===== src/rtl/alu_adder_arbiter.sv =====
// Round-robin front end sharing one pipelined adder between two requesters.
// Tags follow each accepted add through the adder so results return to their originator.
module alu_adder_arbiter #(
  parameter int W   = 16,
  parameter int LAT = 1
) (
  input  logic         clk,
  input  logic         reset,
  input  logic         req0_valid,
  input  logic         req1_valid,
  output logic         req0_ready,
  output logic         req1_ready,
  input  logic [W-1:0] req0_a,
  input  logic [W-1:0] req0_b,
  input  logic [W-1:0] req1_a,
  input  logic [W-1:0] req1_b,
  input  logic         req0_cin,
  input  logic         req1_cin,
  output logic [W-1:0] add_a,
  output logic [W-1:0] add_b,
  output logic         add_cin,
  input  logic [W-1:0] add_sum,
  input  logic         add_cout,
  output logic         rsp0_valid,
  output logic         rsp1_valid,
  output logic [W-1:0] rsp0_sum,
  output logic [W-1:0] rsp1_sum,
  output logic         rsp0_cout,
  output logic         rsp1_cout
);

  logic         last_grant;
  logic         grant0;
  logic         grant1;
  logic [LAT:0] tag_valid;
  logic [LAT:0] tag_id;

  // On a tie the requester that did not win last time gets the adder.
  always_comb begin
    grant0 = 1'b0;
    grant1 = 1'b0;
    if (!reset) begin
      if (req0_valid && (!req1_valid || last_grant)) begin
        grant0 = 1'b1;
      end else if (req1_valid) begin
        grant1 = 1'b1;
      end
    end
  end

  assign req0_ready = grant0;
  assign req1_ready = grant1;

  always_comb begin
    add_a   = '0;
    add_b   = '0;
    add_cin = 1'b0;
    if (grant0) begin
      add_a   = req0_a;
      add_b   = req0_b;
      add_cin = req0_cin;
    end else if (grant1) begin
      add_a   = req1_a;
      add_b   = req1_b;
      add_cin = req1_cin;
    end
  end

  // The last tag stage lines up with the registered result, so it drives the pulses.
  always_ff @(posedge clk) begin
    if (reset) begin
      tag_valid  <= '0;
      tag_id     <= '0;
      last_grant <= 1'b1;
      rsp0_sum   <= '0;
      rsp1_sum   <= '0;
      rsp0_cout  <= 1'b0;
      rsp1_cout  <= 1'b0;
    end else begin
      tag_valid <= {tag_valid[LAT-1:0], grant0 | grant1};
      tag_id    <= {tag_id[LAT-1:0], grant1};
      if (grant0 || grant1) begin
        last_grant <= grant1;
      end
      if (tag_valid[LAT-1]) begin
        if (tag_id[LAT-1]) begin
          rsp1_sum  <= add_sum;
          rsp1_cout <= add_cout;
        end else begin
          rsp0_sum  <= add_sum;
          rsp0_cout <= add_cout;
        end
      end
    end
  end

  assign rsp0_valid = tag_valid[LAT] & ~tag_id[LAT];
  assign rsp1_valid = tag_valid[LAT] &  tag_id[LAT];

endmodule


===== config.mk =====
export PLATFORM = sky130hd
export DESIGN_NAME = alu_adder_arbiter
export DESIGN_NICKNAME = d
export VERILOG_FILES = /design/src/rtl/alu_adder_arbiter.sv
export SDC_FILE = /design/constraint.sdc
export NUM_CORES = 1
export LEC_CHECK = 0
export CAP_MARGIN = 20
export CORE_MARGIN = 3
export CORE_UTILIZATION = 29
export DETAILED_ROUTE_END_ITERATION = 6
export GPL_TIMING_DRIVEN = 0
export PLACE_DENSITY = 0.82
export REMOVE_ABC_BUFFERS = 1
export SLEW_MARGIN = 5
export SYNTH_ARGS = -nofsm -noshare
export SYNTH_HDL_FRONTEND = slang
export SYNTH_SLANG_ARGS = --single-unit

===== constraint.sdc =====
create_clock -name clk -period 1.1 [get_ports clk]
set_input_delay 0.165 -clock clk [delete_from_list [all_inputs] [get_ports clk]]
set_output_delay 0.165 -clock clk [all_outputs]
set_load 0.02 [all_outputs]

Word-level counts from Yosys, hierarchy flattened
Cells that the tools add are included.

cells by class
  mux-type cells = 11
  bitwise operators = 5
  reduce and logical (&&, ||, !) cells = 6

operators with widths
  operator             number
  $mux W16             4
  $mux W1              7
  $reduce_and A2 Y1    2
  $and A1 B1 Y1        2
  $logic_or A1 B1 Y1   2
  $not A1 Y1           2
  $logic_and A1 B1 Y1  1
  $logic_not A1 Y1     1
  $or A1 B1 Y1         1

word-level totals
  bits in registers = 39
  input port bits = 87
  output and inout port bits = 71

Depth between registers and ports, before layout
Gate-level depths: netlist of run 1.

  word-level depth = 7
  depth in mapped cells = 5
  mapped depth without buffers = 3

Least setup slack after synthesis of run 1
No wires, ideal clock.

  path type = reg2out
  start point = reg last_grant
  end point = out add_b[0]
  arrival time = 1133 ps
  required time = 935 ps
  setup slack = -198 ps
  stages on the path, launching flop included = 6
  path buffers = 2
  cell sequence = dfxtp_1 > nand2b_1 > buf_6 > buf_8 > a32oi_1 > nor2_1

between the ends
  cells in the longest elaborated chain, start to end = 6

RTL lines
  item                     RTL line  source
  start, declared          32        logic last_grant;
  start signal, assigned   83        last_grant <= grant1;
  $logic_or A1 B1 Y1 (*)   43        if (req0_valid && (!req1_valid || last_grant)) begin
  $logic_and A1 B1 Y1 (*)  43
  $mux W1                  43
  $mux W1                  42        if (!reset) begin
  $mux W16                 62        end else if (grant1) begin
  $mux W16 (*)             58        if (grant0) begin
  end, declared            20        output logic [W-1:0] add_b,

Mark *: on every way between the ends. The rest lies on a longest branch, timed or not.

Worst setup path after layout of run 1
  start point = reg last_grant
  end point = out add_a[3]

between the ends
  cells in the longest elaborated chain, start to end = 6

RTL lines
  item                     RTL line  source
  $logic_or A1 B1 Y1 (*)   43
  $logic_and A1 B1 Y1 (*)  43
  $mux W1                  43
  $mux W1                  42
  $mux W16                 62
  $mux W16 (*)             58
  end, declared            19        output logic [W-1:0] add_a,

Marks and branches as above.

==> metrics.md, run 1 <==
| Metric | Value |
|---|---|
| Status | complete, but fails checks |
| Failing checks | setup timing |
| Most common cell in the netlist | nand2_1 |
| Die Span Y | 87.7 um |
| FILL cells | slightly below 600 |
| Final ANT Viol Nets | 0 |
| CTS buffer count | 5 |
| Placer congestion estimate | 0.747 |
| Critical path depth | 5 |
| Ys async rst share | 0% |
| Max transition margin | around 58% |
| Grt ovf | 0 |
| GRT Overall Usage | ~19% |
| Hold Violations, Final | 0 |
| Post-DP HPWL | ~5300 um |
| Crit path largest cell delay | between 0.3 and 0.4 ns |
| DR pass1 iterations | 4 |
| Number of distinct library cells after synthesis | 16 |
| Worst Skew | 0.00412 ns |
| Via density | about 5.1 |
| DRT Wirelength | 8170 um |
| Number of global-route vias before repair | approximately 2400 |
| Cell family with most CP delay | flip-flops |
| CP startpoint | last_grant |
| Initial core utilization | approximately 30% |
| Reg2Reg Depth | 4 |
| CP arrival | ~1.4 ns |
| Clock group share of total power | a little under a third |
| Sequential area share after synthesis | about two fifths |
| Clock Latency Late Sink | approximately 0.28 ns |
| Area after DPL | 3450 um2 |
| Core box area | around 6400 um2 |
| Critical Path End | add_a[3] |
| Commonest cells in the netlist | 71 x nand2_1, 39 x dfxtp_1, 36 x nor2_1, 34 x a21oi_1, 33 x a32oi_1 |
| Share of cells above drive strength 1 | between 20 and 30% |
| CP max stage cell | dfxtp_4 |
| Clk pin slew, worst setup/hold paths | 0.07 ns |
| HP Class | in2reg |
| # clock sinks | 39 |
| Final slew viol count | 0 |
| Total Power | 3.91 mW |
| Int Pwr | between 2 and 3 mW |
| Worst Setup End Kind | output port |
| Max VDD drop | around 0.00048 V |
| Sw frac | 28.0% |
| Sequential Power Share | between 30% and 40% |
| Max H-tree Level | 2 |
| DR WL/cell | 16.8 um |
| CP Buf/Inv Count | 2 |
| Maxcap violations | 0 |
| Power Density | roughly 1100 nW/um2 |
| CP max FO | 8 |
| CTS tree | built |
| Net switching power | 1.09 mW |
| Number of flops mapped to enable cells by yosys | 0 |
| Crit-path cells | a21boi_4, buf_6, a32oi_1, nor2_1, buf_4 |
| Die width | between 80 and 90 um |
| Cells after Synth | roughly 250 |
| Clock root buffer | clkbuf_8 |
| Syn Std Cell Area | approximately 1900 um2 |
| Mean Syn Cell Area | 7.68 um2 |
| FF+latch count, synth | 39 |
| Die area | 7690 um2 |
| IO Pins | about 160 |
| Area Overhead vs Synth | 89.5% |
| Synth Flop Type | dfxtp_1 |
| First DRT Iteration DRCs | 39 |
| Worst Path Required | approximately 0.94 ns |
| Setup-failing EPs final | 35 |
| Largest net degree at the start of global routing | 42 |
| RSZ-0062 raised after global routing | true |
| Final non-filler cell area | around 3700 um2 |
| Global-route wire length before repair | 11700 um |
| Maximum buffer depth of the clock tree | 2 |
| Startpoint Class | flip-flop |
| FF-to-FF setup slack | approximately 0.05 ns |
| Final WS setup | -0.481 ns |
| Most area-consuming cells after synthesis | dfxtp_1 40%, a32oi_1 15%, nand2_1 14% |
| Setup CP Type | reg2out |
| Buffers on Ports | ~160 |
| Worst Tran Pin Value | between 0.6 and 0.7 ns |
| P_leak | approximately 1.5 nW |
| ANT cells | 0 |
| Rows | 29 |
| Initial antenna violation count | 0 |
| Reg-to-reg startpoint | last_grant |
| Yosys top cell area share | ~40% |
| NumNets Final | a little under 500 |
| Tcrit/Tclk final | 144% |
| Combinational power share | roughly 30% |
| Peak Freq | 632 MHz |
| Via count | about 2500 |
| Synth warn | 0 |
| Dominant cell type by area after synthesis | dfxtp_1 |
| DRC violations left | 0 |
| R2R Path End | tag_id[0] |
| Tmin final | approximately 1.6 ns |
-- state kept, by name, summed over array words and instances, names as in the netlist --
| name | cells |
|---|---|
| tag_valid | 2 |
| rsp0_cout | 1 |
| tag_id | 2 |
| rsp0_sum | 16 |
| rsp1_sum | 16 |
| last_grant | 1 |
| rsp1_cout | 1 |
-- through the flow --
stage | util (%) | cells | worst slack (ns) | setup TNS [ns] | hold slack (ns)
after CTS | 57.3 | 483 | -0.488 | -14.86 | 0.372
after floorplan | - | 226 | -0.624 | -24.11 | 0.234
final | 57.1 | 485 | -0.481 | -14.49 | 0.401
after detailed placement | 53.7 | 462 | -1.69 | -66.45 | 0.448
after global routing | 57.1 | 485 | -0.573 | -17.51 | 0.412
after global placement | 53.0 | 460 | -2.30 | -136.87 | 0.441
-- routing by layer --
metal  global-route usage (%)  part of all wire [%]  up-vias
li1                         -                     -     1193
met1                     20.7                    38     1131
met2                     35.9                    51      141
met3                     6.96                   9.1       16
met4                     5.58                   2.3        0
met5                        0                     0        -
-- how the worst min path moves through the flow --
stage	from	to	slack, ns	cells after the start
2_1_floorplan	reset	rsp0_cout	0.23	1
3_3_place_gp	rsp0_sum[4]	rsp0_sum[4]	0.44	2
3_5_place_dp	rsp1_sum[15]	rsp1_sum[15]	0.45	2
4_1_cts	reset	tag_valid[0]	0.37	2
5_1_grt	reset	tag_id[1]	0.41	2
6_report	reset	tag_id[1]	0.40	2
-- cell usage in the layout (no fill, tap or decap), types with 2 or more instances in the layout --
master           instances
clkdlybuf4s50_1         83
dfxtp_1                 36
buf_2                   13
dfxtp_4                  2
clkbuf_8                 6
nor2_1                  35
clkdlybuf4s15_2         16
buf_12                   2
buf_6                    5
nand2_1                 69
nand2b_4                 5
nor2b_1                  4
a32oi_2                  8
a21boi_4                 2
buf_4                   36
clkbuf_2                12
nor2b_4                  2
a32oi_1                 25
a21oi_1                 34
-- area by class of cell --
class,instances,area (um2),area share [%]
repair buffers,168,1530,41.7
clock buffers,6,82.6,2.25
flip-flops and latches,39,790,21.5
multi-input cells,193,1130,30.9
well taps,77,96.3,2.63
clock inverters,2,35.0,0.955
-- repair_timing --
| action | in CTS | in global routing |
|---|---|---|
| hold buffers | 0 | 0 |
| endpoints found under the setup margin | 106 | 90 |
| resized for setup | 291 | 40 |
| gates cloned | 4 | 2 |
| setup buffers | 9 | 0 |
| pin swaps | 5 | 12 |
-- cells by family (layout without fill, tap and decap cells) --
family	after synthesis	after routing	synth area share [%]
flops	39	39	40.3
buf+inv	26	176	10.4
simple gates	118	123	24.3
compound gates	69	70	25.0
-- power by group through the flow --
stage	registers (mW)	clock network (mW)	logic, mW
2_1_floorplan	1.60	0	0.338
3_3_place_gp	1.53	0	1.08
3_5_place_dp	1.54	0	1.11
4_1_cts	1.51	1.25	1.15
5_1_grt	1.53	1.32	1.25
6_report	1.52	1.22	1.17
-- worst reg2reg max path: stages (launching register included) --
cell      delay, ns
dfxtp_4        0.42
a21boi_4       0.08
buf_12         0.17
buf_4          0.14
nor2b_1        0.12
No activity file was read; power rests on OpenSTA's default activity.
==> run 2: changes to the inputs <==
- CAP_MARGIN: 20 -> default
==> run 2 against run 1 <==
Against the previous run:
- the flow still finishes with violations (setup timing)
- critical endpoint is now add_cin
- critical path depth is the same
- largest power group unchanged
- via count grew 1.2%
- register-to-register slack lost 0.18 ns
- clock skew grew 0.0030 ns
- design area grew 1.4%
- non-clock buffer count grew 5
- clock power grew 15%
- die area is the same
- count of clock-buffer cells in the layout is the same
==> metrics.md, run 2 (synthesis gave the netlist of run 1 again) <==
| Metric | Value |
|---|---|
| Clock root buffer | clkbuf_8 |
| Worst Tran Pin Value | 0.632 ns |
| Maxcap violations | 0 |
| Reg2Reg Depth | 6 |
| Power Density | 1100 nW/um2 |
| Clock group share of total power | between 30% and 40% |
| CP max stage cell | dfxtp_4 |
| CP Buf/Inv Count | 2 |
| Max VDD drop | approximately 0.00059 V |
| Die area | roughly 7700 um2 |
| Worst Setup End Kind | output port |
| DR WL/cell | 17.1 um |
| P_leak | about 1.5 nW |
| Area Overhead vs Synth | 92.2% |
| DRT Wirelength | roughly 8400 um |
| Largest registers | rsp0_sum (16), rsp1_sum (16) |
| Hold-critical path depth | 3 |
| Sw frac | approximately 27% |
| # clock sinks | 39 |
| Worst Path Required | 0.94 ns |
| Post-CTS Hold Buffers | 0 |
| CTS buffer count | 5 |
| Hold Violations, Final | 0 |
| Cell family with most CP delay | flip-flops |
| Tcrit/Tclk final | 149% |
| Setup CP Type | reg2out |
| Commonest non-fill, non-tap cell in the layout | clkdlybuf4s50_1 |
| IO Pins | approximately 160 |
| Final non-filler cell area | about 3700 um2 |
| Number of global-route vias before repair | 2423 |
| Crit-path cells | nand2b_4, buf_6, a32oi_2, nor2_1, buf_4 |
| ANT cells | 0 |
| Global-route track usage on met1 | between 20% and 30% |
| Post-DP HPWL | approximately 5200 um |
| Largest net degree at the start of global routing | 42 |
| Critical path depth | 5 |
| Layer with the highest usage | met2 |
| Share of cells above drive strength 1 | around 29% |
| Failing checks | setup timing |
| Crit path largest cell delay | between 0.3 and 0.4 ns |
| Post-Layout Cell Count | between 400 and 500 |
| NumNets Final | about 500 |
| Combinational power share | roughly 29% |
| Total Power | about 4.1 mW |
| Global-route wire length before repair | roughly 12000 um |
| Final ANT Viol Nets | 0 |
| CP arrival | around 1.5 ns |
| Tmin final | about 1.6 ns |
| Clk pin slew, worst setup/hold paths | around 0.07 ns |
| Initial antenna violation count | 0 |
| HP Class | in2reg |
| Setup-failing EPs final | 36 |
| First DRT Iteration DRCs | 63 |
| Max transition margin | around 58% |
| Int Pwr | 3.01 mW |
| Met2 usage | between 30 and 40% |
| Setup TNS after final layout | -15.74 ns |
| GRT Overall Usage | ~20% |
| Worst Skew | ~0.007 ns |
| Rows | 29 |
| Clock Latency Late Sink | about 0.29 ns |
| FILL cells | 597 |
| Net switching power | about 1.1 mW |
| CTS tree | built |
| Commonest non-fill, non-tap cells in the layout | 83 x clkdlybuf4s50_1, 70 x nand2_1, 36 x nor2_1, 36 x buf_4, 35 x dfxtp_1 |
| Core box area | 6420 um2 |
| Buffers on Ports | 157 |
| DP Cell Count | around 460 |
| DR pass1 iterations | 4 |
| Final WS setup | -0.537 ns |
| Met3 usage | between 7 and 8% |
| Peak Freq | between 600 and 700 MHz |
| RSZ-0062 raised after global routing | true |
| Placer congestion estimate | between 0.7 and 0.8 |
| Via density | about 5.1 |
| Via count | ~2500 |
| Initial core utilization | between 30% and 40% |
| Area after DPL | approximately 3400 um2 |
| Grt ovf | 0 |
| Final slew viol count | 0 |
| DRC violations left | 0 |
| Die Span Y | between 80 and 90 um |
| Status | complete, but fails checks |
| Max H-tree Level | 2 |
| Sequential Power Share | roughly 37% |
| Startpoint Class | flip-flop |
| Die width | approximately 88 um |
| Maximum buffer depth of the clock tree | 2 |
| CP max FO | 8 |
## run 2: worst reg2reg max path: stages (launching register included)
cell	delay [ns]
dfxtp_4	0.42
a21boi_4	0.08
buf_6	0.14
buf_6	0.12
buf_4	0.13
buf_6	0.10
nor2b_1	0.11
## run 2: layer usage
metal  vias up  part of all wire [%]
met5         -                     0
met4         0                   3.3
met3        22                   8.6
met2       133                    50
met1      1156                    38
li1       1201                     -
## run 2: cell type report
| cell class | instances | area (um2) | area share, % |
|---|---|---|---|
| repair buffers | 173 | 1580 | 42.5 |
| clock inverters | 2 | 60.1 | 1.61 |
| well taps | 77 | 96.3 | 2.59 |
| flip-flops and latches | 39 | 791 | 21.3 |
| clock buffers | 6 | 72.6 | 1.95 |
| multi-input cells | 193 | 1120 | 30.0 |
## run 2: what timing repair did
action,in CTS,in global routing
cloned,4,2
endpoints found under the setup margin,108,92
endpoints found under the hold margin,0,0
resized for setup,305,43
pin swaps,13,7
buffers inserted,14,1
## run 2: stage by stage
stage	setup WS (ns)	utilization (%)	hold WS (ns)
6_report	-0.537	57.9	0.348
5_1_grt	-0.586	57.9	0.375
3_5_place_dp	-2.35	53.2	0.446
2_1_floorplan	-0.624	-	0.234
3_3_place_gp	-2.30	53.0	0.441
4_1_cts	-0.532	58.1	0.334
## run 2: path summary, 6_finish.rpt
path / from / endpoint / slack (ns)
setup / recovery: last_grant / add_cin / -0.54
hold / removal: req0_valid / tag_valid[0] / 0.35
setup reg to reg: last_grant / tag_id[0] / -0.13
hold reg to reg: rsp1_sum[7] / rsp1_sum[7] / 0.46
## run 2: power by group through the flow
stage               clock network, mW  logic (mW)  registers, mW
CTS                              1.43        1.16           1.51
floorplan                           0       0.338           1.60
global placement                    0        1.08           1.53
global route                     1.49        1.27           1.53
finish                           1.40        1.19           1.52
detailed placement                  0        1.10           1.54
